File: src/rtl/sram_arbiter.sv
// sram_arbiter: two-master arbiter in front of a single-port SRAM.
// m0 (instruction fetch, read-only) and m1 (load/store) share the port.
// m1 has default priority; m0 is forced through after MAX_WAIT denied cycles.
// Grants and the SRAM command are combinational in the request cycle.
// Read data comes back one cycle later and goes to the master that issued it.
module sram_arbiter #(
    parameter int unsigned ADDR_W   = 32,
    parameter int unsigned DATA_W   = 32,
    parameter int unsigned MAX_WAIT = 4
) (
    input  logic                clk,
    input  logic                resetn,

    input  logic                m0_req,
    input  logic [ADDR_W-1:0]   m0_addr,
    output logic                m0_gnt,
    output logic                m0_rvalid,
    output logic [DATA_W-1:0]   m0_rdata,

    input  logic                m1_req,
    input  logic [DATA_W/8-1:0] m1_we,
    input  logic [ADDR_W-1:0]   m1_addr,
    input  logic [DATA_W-1:0]   m1_wdata,
    output logic                m1_gnt,
    output logic                m1_rvalid,
    output logic [DATA_W-1:0]   m1_rdata,

    output logic                sram_en,
    output logic [DATA_W/8-1:0] sram_we,
    output logic [ADDR_W-1:0]   sram_addr,
    output logic [DATA_W-1:0]   sram_wdata,
    input  logic [DATA_W-1:0]   sram_rdata
);

    localparam int unsigned BE_W    = DATA_W / 8;
    localparam int unsigned CNT_RAW = $clog2(MAX_WAIT + 1);
    localparam int unsigned CNT_W   = (CNT_RAW > 3) ? CNT_RAW : 3;

    logic [CNT_W-1:0] wait_cnt;
    logic             m0_force;
    logic             rd_accept;
    logic             rd_vld_q;
    logic             rd_m1_q;

    // m0 starvation override once it has waited MAX_WAIT cycles
    assign m0_force = m0_req && (wait_cnt == CNT_W'(MAX_WAIT));

    // Grant selection: m1 first unless m0 is being forced; nothing in reset
    always_comb begin
        m0_gnt = 1'b0;
        m1_gnt = 1'b0;
        if (resetn) begin
            if (m0_force) begin
                m0_gnt = 1'b1;
            end else if (m1_req) begin
                m1_gnt = 1'b1;
            end else if (m0_req) begin
                m0_gnt = 1'b1;
            end
        end
    end

    // SRAM command mux; only m1 can write, so m0 accesses force we to zero
    always_comb begin
        sram_en    = m0_gnt || m1_gnt;
        sram_we    = m1_gnt ? m1_we : BE_W'(0);
        sram_addr  = m1_gnt ? m1_addr : m0_addr;
        sram_wdata = m1_wdata;
    end

    // A read is any m0 grant or an m1 grant with no byte enables
    assign rd_accept = m0_gnt || (m1_gnt && (m1_we == BE_W'(0)));

    // Starvation counter for m0
    always_ff @(posedge clk or negedge resetn) begin
        if (!resetn) begin
            wait_cnt <= CNT_W'(0);
        end else if (m0_req && !m0_gnt) begin
            wait_cnt <= wait_cnt + CNT_W'(1);
        end else begin
            wait_cnt <= CNT_W'(0);
        end
    end

    // Owner tag of the read in flight: {valid, issued by m1}
    always_ff @(posedge clk or negedge resetn) begin
        if (!resetn) begin
            rd_vld_q <= 1'b0;
            rd_m1_q  <= 1'b0;
        end else begin
            rd_vld_q <= rd_accept;
            rd_m1_q  <= rd_accept && m1_gnt;
        end
    end

    // Response routing: flop-decoded valids, shared data path
    assign m0_rvalid = rd_vld_q && !rd_m1_q;
    assign m1_rvalid = rd_vld_q && rd_m1_q;
    assign m0_rdata  = sram_rdata;
    assign m1_rdata  = sram_rdata;

endmodule

File: config.mk
export PLATFORM = sky130hd
export DESIGN_NAME = sram_arbiter
export DESIGN_NICKNAME = d
export VERILOG_FILES = /design/src/rtl/sram_arbiter.sv
export SDC_FILE = /design/constraint.sdc
export NUM_CORES = 1
export LEC_CHECK = 0
export CORE_AREA = 5 5 103 105
export CTS_BUF_LIST = sky130_fd_sc_hd__clkbuf_2 sky130_fd_sc_hd__clkbuf_4 sky130_fd_sc_hd__clkbuf_8
export DETAILED_ROUTE_END_ITERATION = 10
export DIE_AREA = 0 0 108 110
export GPL_TIMING_DRIVEN = 0
export HOLD_SLACK_MARGIN = 0.15
export PLACE_DENSITY = 0.67
export SLEW_MARGIN = 20
export SYNTH_ARGS = -nofsm -noshare
export SYNTH_HDL_FRONTEND = slang
export SYNTH_SLANG_ARGS = --single-unit
File: constraint.sdc
create_clock -name clk -period 5.25 [get_ports clk]
set_clock_uncertainty 0.15 [all_clocks]
set_input_delay 1.3125 -clock clk [delete_from_list [all_inputs] [get_ports clk]]
set_output_delay 1.3125 -clock clk [all_outputs]
set_load 0.02 [all_outputs]
Yosys cells after proc, flatten, opt, wreduce, memory -nomap -nowiden. Cells that the tools add are included. W data, S select, Z words.

Add/subtract/negate cells: 1. Equality and inequality tests: 1. Reduce and logical (&&, ||, !) cells: 11. Multiplexer cells: 10.

Operator list (count): $mux W32 (1); $mux W1 (7); $logic_and A1 B1 Y1 (6); $logic_not A4 Y1 (1); $mux W4 (1); $add A3 B1 Y3 const B (1); $eq A3 B3 Y1 const B (1); $mux W3 (1); $logic_not A1 Y1 (2); $logic_or A1 B1 Y1 (2).

Register bits: 5.

Depth between registers and ports, before layout. Gate-level depths: netlist (run 1).

Depth in word-level cells: 7. Gate-level depth with buffers: 6.

Least setup slack after synthesis (run 1). Ideal clock, no wire load.

Path kind: input to output. Start: input port resetn. End: output port sram_addr[28]. Arrival time: 2.176 ns. Path buffers: 2. Data required time: 3.788 ns. Setup slack: 1.612 ns. Stages: 5. Path through: nand2_1 -> a31oi_4 -> buf_6 -> buf_12 -> mux2_4.

Cells in the longest elaborated chain, start to end: 2.

RTL lines: start: declaration (line 12) `input logic resetn,`; $mux W1 (line 52) `if (resetn) begin`; named net m1_gnt (line 24) `output logic m1_gnt,`; $mux W32 (line 67) `sram_addr = m1_gnt ? m1_addr : m0_addr;`; end: declaration (line 30) `output logic [ADDR_W-1:0] sram_addr,`.

The timed path passes the listed nets, and every way through them passes these cells.

Worst setup path after layout (run 1).
Start: input port resetn. End: output port sram_addr[30].

Cells in the longest elaborated chain, start to end: 2.

RTL lines (line): $mux W1 (52); $mux W32 (67).

No other way between the ends.

==> key figures, run 1 <==
Outcome
  – Status: completed

Global route
  – Largest net degree at the start of global routing: 11
  – Overflow after GRT: 0
  – Vias in the first global route: 1946
  – GRT Overall Usage: 10.3%
  – First-pass GRT wire length: 9740 um
  – Initial antenna violation count: 0

Power and ir drop
  – Combinational share of power: 74.8%
  – Pwr Density: 127 nW/um^2
  – Part of the power in registers: 8.8%
  – Internal Power: 0.314 mW
  – Net Switching: 0.160 mW
  – Maximum VDD drop: 0.0727 mV
  – LEAKAGE: 1.62 nW
  – Net Sw Frac: 33.8%
  – Clock power frac: 16.4%

STA
  – Fin crit period: 5.00 ns
  – Max-slew headroom: 74.9%
  – RSZ-0062 raised after global routing: false
  – Final hold violations: 0
  – Fin crit share: 95.2%
  – Setup TNS: 0 ns
  – Endpoints failing setup: 0
  – Max Fclk: 200 MHz
  – Pins over their slew limit: 0
  – Worst slew pin tran: 0.376 ns

Finish
  – Layout cell share with drive strength beyond 1: 36.8%
  – Final Util: 39.2%
  – Area Overhead vs Synth: 159%
  – Antenna cell count: 0
  – Final Non-Filler Cells: 508
  – Post-layout nets: 514
  – Filler cells: 936

Placed design
  – GPL Wtd Cong: 0.735
  – Port bufs: 208
  – Hpwl dp: 6640 um
  – Placed cell count: 504

Logic synthesis
  – Yosys warns: 0
  – Synth unique cells: 19
  – FF+latch count, synth: 5
  – Synthesized area: 1440 sq um
  – Post-Syn Instances: 163
  – Syn Area/Cell: 8.86 sq um
  – Synth Net Count: 301
  – Sequential-to-total area share from yosys stat: 8.67%

CTS
  – Total CTS buffers: 3
  – Worst-path clk slew: 0.04 ns
  – CTS Sinks: 5
  – Skew-Pair Late Insertion Delay: 0.22 ns
  – Clk root buf: clkbuf_8
  – Hold-fix buffers, CTS: 0
  – H-Tree Depth: 1
  – Setup Fix Bufs, Post-CTS: 0
  – CTS tree: yes
  – Post-cts resize count: 0
  – Bufs on Longest Clock Path: 2

Die
  – Die W: 108 um
  – Initial Utilization: 15.1%
  – Row cnt: 36
  – Core outline area: 9550 sq um
  – Die height: 110 um
  – # IOs: 273
  – Die Area: 11900 sq um

Setup path
  – Worst path required time: 3.79 ns
  – Worst Path Max Fanout: 10
  – CP Data Arrival Time: 3.54 ns
  – Startpoint Class: primary input
  – Kind of critical path: primary input to output port
  – Crit. End Element: output port

Drt
  – Routed len/inst: 14.1 um
  – Via density: 3.46
  – DRT iter0 DRCs: 28
  – 1st-pass router iterations: 3
  – Total number of vias: 1758
  – ANT nets after route: 0
  – DRC Markers: 0
  – Final wirelength: 7180 um

Run
  – Max-cap viol count: 0

Hold path
  – Worst hold path class: flip-flop to flip-flop
[state kept, by name, indices dropped and copies added (netlist names)]
signal,cells
rd_m1_q,1
rd_vld_q,1
wait_cnt,3
[cells in the final DEF, fill, tap and decap left out, drive strengths merged]
| cell type | netlist | routed |
|---|---|---|
| a21bo | 1 | 1 |
| buf | 100 | 100 |
| nand2 | 2 | 2 |
| a31oi | 1 | 1 |
| and3 | 3 | 3 |
| a21oi | 1 | 1 |
| clkbuf | 0 | 4 |
| and2 | 6 | 6 |
| nor2 | 2 | 2 |
| inv | 3 | 3 |
| nor4 | 1 | 1 |
| mux2 | 32 | 32 |
| o221ai | 1 | 1 |
| nor2b | 1 | 1 |
| dfrtp | 5 | 5 |
| a21o | 2 | 2 |
| ha | 2 | 2 |
| clkdlybuf4s50 | 0 | 208 |
[power groups by stage]
stage / Clock [mW] / Combinational [mW] / Sequential [mW]
detailed placement: 0 / 0.358 / 0.0421
CTS: 0.0796 / 0.359 / 0.0417
global placement: 0 / 0.356 / 0.0420
floorplan: 0 / 0.177 / 0.0419
global route: 0.0834 / 0.373 / 0.0418
finish: 0.0775 / 0.354 / 0.0416
[worst max-delay path, stage by stage]
cell,delay (ns)
clkdlybuf4s50_1,0.69
nand2_1,0.16
a31oi_4,0.21
buf_6,0.19
buf_12,0.13
mux2_4,0.29
clkdlybuf4s50_1,0.54
[synth_stat cells]
cell type	number	area [sq um]
a21oi_1	1	5.00
ha_1	2	25.0
a21o_1	2	15.0
mux2_4	3	45.0
inv_1	3	11.3
mux2_2	29	327
nor4_1	1	6.26
nor2_1	2	7.51
and3_1	3	18.8
a31oi_4	1	21.3
a21bo_2	1	10.0
and2_1	6	37.5
nor2b_1	1	6.26
nand2_1	2	7.51
dfrtp_1	5	125
buf_6	1	11.3
o221ai_1	1	8.76
buf_4	98	736
buf_12	1	20.0
[stage by stage]
step / hold slack (ns) / cell area, sq um / power (mW) / worst slack, ns
final: 0.400 / 3740 / 0.473 / 0.251
after global routing: 0.440 / 3740 / 0.498 / 0.0539
after CTS: 0.408 / 3740 / 0.481 / 0.190
after detailed placement: 0.390 / 3690 / 0.400 / 0.201
after global placement: 0.384 / 3690 / 0.398 / 0.225
after floorplan: 0.363 / 1440 / 0.219 / 1.61
[cells by family (layout without fill, tap and decap cells)]
group                    after synthesis  count (layout)  share of synthesized area, %
AND/OR/NAND/NOR                       15              15                          5.81
adder cells (fa/ha/maj)                2               2                          1.73
AO/OA/AOI/OAI                          6               6                          4.16
multiplexers                          32              32                          25.7
buffers and inverters                103             315                          53.9
flip-flops                             5               5                          8.67
[metal layers]
layer	vias to the layer above	GRT usage, %	wire (um)
li1	859	-	-
met1	776	10.8	2280
met2	121	19.5	4030
met3	2	4.14	822
met4	0	2.16	44
met5	-	0	0
[final cells by class]
type	count	area (sq um)	area share, %
multi-input combinational	55	541	14.4
inverter	3	11.3	0.301
buffer	100	767	20.5
tap	133	166	4.45
sequential	5	125	3.34
timing repair buffer	208	2080	55.7
clock buffer	4	48.8	1.30
[worst paths after layout]
path / start / to / slack (ns) / cells after the start
max: resetn / sram_addr[30] / 0.25 / 7
min: wait_cnt[2] / wait_cnt[2] / 0.40 / 1
max reg2reg: wait_cnt[0] / rd_vld_q / 3.69 / 6
max in group asynchronous: resetn / wait_cnt[2] / 3.45 / 1
min in group asynchronous: resetn / wait_cnt[0] / 1.23 / 1
min reg2reg: wait_cnt[2] / wait_cnt[2] / 0.40 / 1
Power figures use the tool's default switching activity.
==> run 2, diff against run 1 <==
--- a/config.mk
+++ b/config.mk
@@ -11,7 +11,6 @@
 export DIE_AREA = 0 0 108 110
 export GPL_TIMING_DRIVEN = 0
 export HOLD_SLACK_MARGIN = 0.15
-export PLACE_DENSITY = 0.67
 export SLEW_MARGIN = 20
 export SYNTH_ARGS = -nofsm -noshare
 export SYNTH_HDL_FRONTEND = slang
==> run 2 against run 1 <==
  * Total power is 0.40% lower
  * First-iteration DRC count down 11%
  * Sequential power hardly changed
  * Cell area stayed put
  * Sequential share of layout area stayed put
  * Critical path depth shrank 1
  * Combinational power about the same
  * Global-route usage shrank 0.77 points
  * Non-clock buffer count did not move
  * Clock power about the same
  * Count of clock-buffer cells in the layout unchanged
  * Via count increased by 0.40%
  * Critical endpoint is now sram_addr[16]
==> key figures, run 2 (synthesis gave the netlist of run 1 again) <==
Outcome
  – Status: completed

STA
  – Pins over their slew limit: 0 (unchanged)
  – Final hold violations: 0 (unchanged)
  – Setup TNS: 0 ns (unchanged)
  – Endpoints failing setup: 0 (unchanged)
  – Final hold slack: 0.428 ns (+0.0282 ns)
  – Worst slew pin tran: 0.380 ns (+0.00365 ns)
  – Max Fclk: 200 MHz (about the same)
  – Max-slew headroom: 74.6% (-0.24 points)
  – RSZ-0062 raised after global routing: false
  – Fin crit share: 95.2% (about the same)
  – Fin crit period: 5.00 ns (-0.00324 ns)

Drt
  – ANT nets after route: 0 (unchanged)
  – Routed len/inst: 13.1 um (-7.4%)
  – Total number of vias: 1765 (+0.40%)
  – Final wirelength: 6650 um (-7.4%)
  – Met3 Routed Length: 862 um (+4.9%)
  – WL met1: 2010 um (-12%)
  – Highest routed layer: met4
  – DRT iter0 DRCs: 25 (-11%)
  – DRC Markers: 0 (unchanged)
  – 1st-pass router iterations: 4 (+1)
  – Met2 wire length: 3750 um (-6.8%)
  – Via density: 3.47 (+0.40%)

Power and ir drop
  – Pwr Total: 0.471 mW (-0.40%)
  – Pwr Density: 126 nW/um^2 (-0.40%)
  – Maximum VDD drop: 0.0487 mV (-33%)
  – LEAKAGE: 1.62 nW (unchanged)

Die
  – Row cnt: 36 (unchanged)
  – Core outline area: 9550 sq um (unchanged)
  – # IOs: 273 (unchanged)
  – Initial Utilization: 15.1% (unchanged)
  – Die Area: 11900 sq um (unchanged)
  – Die W: 108 um (unchanged)
  – Die height: 110 um (unchanged)

Finish
  – Post-layout nets: 514 (unchanged)
  – Commonest non-fill, non-tap cells in the layout: clkdlybuf4s50_1 (208), buf_4 (98), mux2_2 (29)
  – Largest regs: wait_cnt: 3 flops, rd_m1_q: 1 flops, rd_vld_q: 1 flops
  – Final Non-Filler Cells: 508 (unchanged)
  – Antenna cell count: 0 (unchanged)
  – Layout cell share with drive strength beyond 1: 36.8% (unchanged)
  – Final Util: 39.2% (unchanged)
  – Biggest register: wait_cnt
  – Area Overhead vs Synth: 159% (unchanged)
  – Largest register FFs: 3 (unchanged)
  – Commonest non-fill, non-tap cell in the layout: clkdlybuf4s50_1

Global route
  – Largest net degree at the start of global routing: 11 (unchanged)
  – Vias in the first global route: 1888 (-3.0%)
  – First-pass GRT wire length: 9140 um (-6.1%)
  – Initial antenna violation count: 0 (unchanged)
  – Overflow after GRT: 0 (unchanged)
  – GRT Overall Usage: 9.55% (-0.77 points)

CTS
  – CTS tree: yes
  – H-Tree Depth: 1 (unchanged)
  – Setup Fix Bufs, Post-CTS: 0 (unchanged)
  – Skew-Pair Late Insertion Delay: 0.22 ns (about the same)
  – Total CTS buffers: 3 (unchanged)
  – CTS Sinks: 5 (unchanged)
  – Hold-fix buffers, CTS: 0 (unchanged)
  – Bufs on Longest Clock Path: 2 (unchanged)
  – Post-cts resize count: 0 (unchanged)
  – Worst-path clk slew: 0.04 ns (about the same)
  – Clk root buf: clkbuf_8

Placed design
  – Port bufs: 208 (unchanged)
  – GPL Wtd Cong: 0.686 (-6.7%)
  – Hpwl dp: 6110 um (-8.0%)
  – Placed cell count: 504 (unchanged)

Setup path
  – Crit. End Element: output port
  – Reg2reg path depth: 6 (unchanged)
  – Worst R2R Setup Slack: 3.72 ns (+0.03 ns)
  – Kind of critical path: primary input to output port
  – CP Data Arrival Time: 3.53 ns (about the same)
  – Startpoint Class: primary input
  – Worst path required time: 3.79 ns (about the same)
  – Worst Path Max Fanout: 10 (unchanged)
  – Worst r2r dst: rd_vld_q
  – Worst R2R Start: wait_cnt[0]

Run
  – Max-cap viol count: 0 (unchanged)

Hold path
  – Hold path cells: 1 (unchanged)
  – Hold Path End: wait_cnt[2]
  – Worst hold path class: flip-flop to flip-flop
  – Worst Hold Launch: wait_cnt[2]
[run 2: cell counts in the layout (fill, tap and decap cells not counted)]
Identical to the previous run, type by type.
[run 2: worst max-delay path, stage by stage]
cell and delay, ns:
clkdlybuf4s50_1 0.70, nand2_1 0.16, a31oi_4 0.20, buf_4 0.24, mux2_2 0.35, clkdlybuf4s50_1 0.57
[run 2: how the worst max path moves through the flow]
stage,from,endpoint,slack [ns]
finish,resetn,sram_addr[16],0.25
global route,resetn,sram_addr[16],0.08
CTS,resetn,sram_addr[16],0.20
detailed placement,resetn,sram_addr[16],0.21
global placement,resetn,sram_addr[16],0.22
floorplan,resetn,sram_addr[28],1.61
[run 2: final cells by class]
class | count | area, sq um
multi-input cells | 55 | 541
plain buffers | 100 | 767
flip-flops and latches | 5 | 125
inverters | 3 | 11.3
repair buffers | 208 | 2080
fillers | 961 | 5810
well taps | 133 | 166
clock buffers | 4 | 48.8
[run 2: stage by stage]
step	setup slack [ns]	cell area (sq um)
global placement	0.217	3690
finish	0.254	3740
detailed placement	0.207	3690
global route	0.0765	3740
CTS	0.202	3740
floorplan	1.61	1440
[run 2: power by group]
part | leakage [nW] | switching, mW | internal (mW)
clock | 0.0262 | 0.0203 | 0.0574
sequential | 0.0675 | 0.00109 | 0.0406
combinational | 1.53 | 0.137 | 0.215
total | 1.62 | 0.158 | 0.313
[run 2: layer usage]
layer	vias to the layer above	global-route usage (%)
li1	857	-
met1	772	9.32
met2	132	18.9
met3	4	4.19
met4	0	1.35
met5	-	0
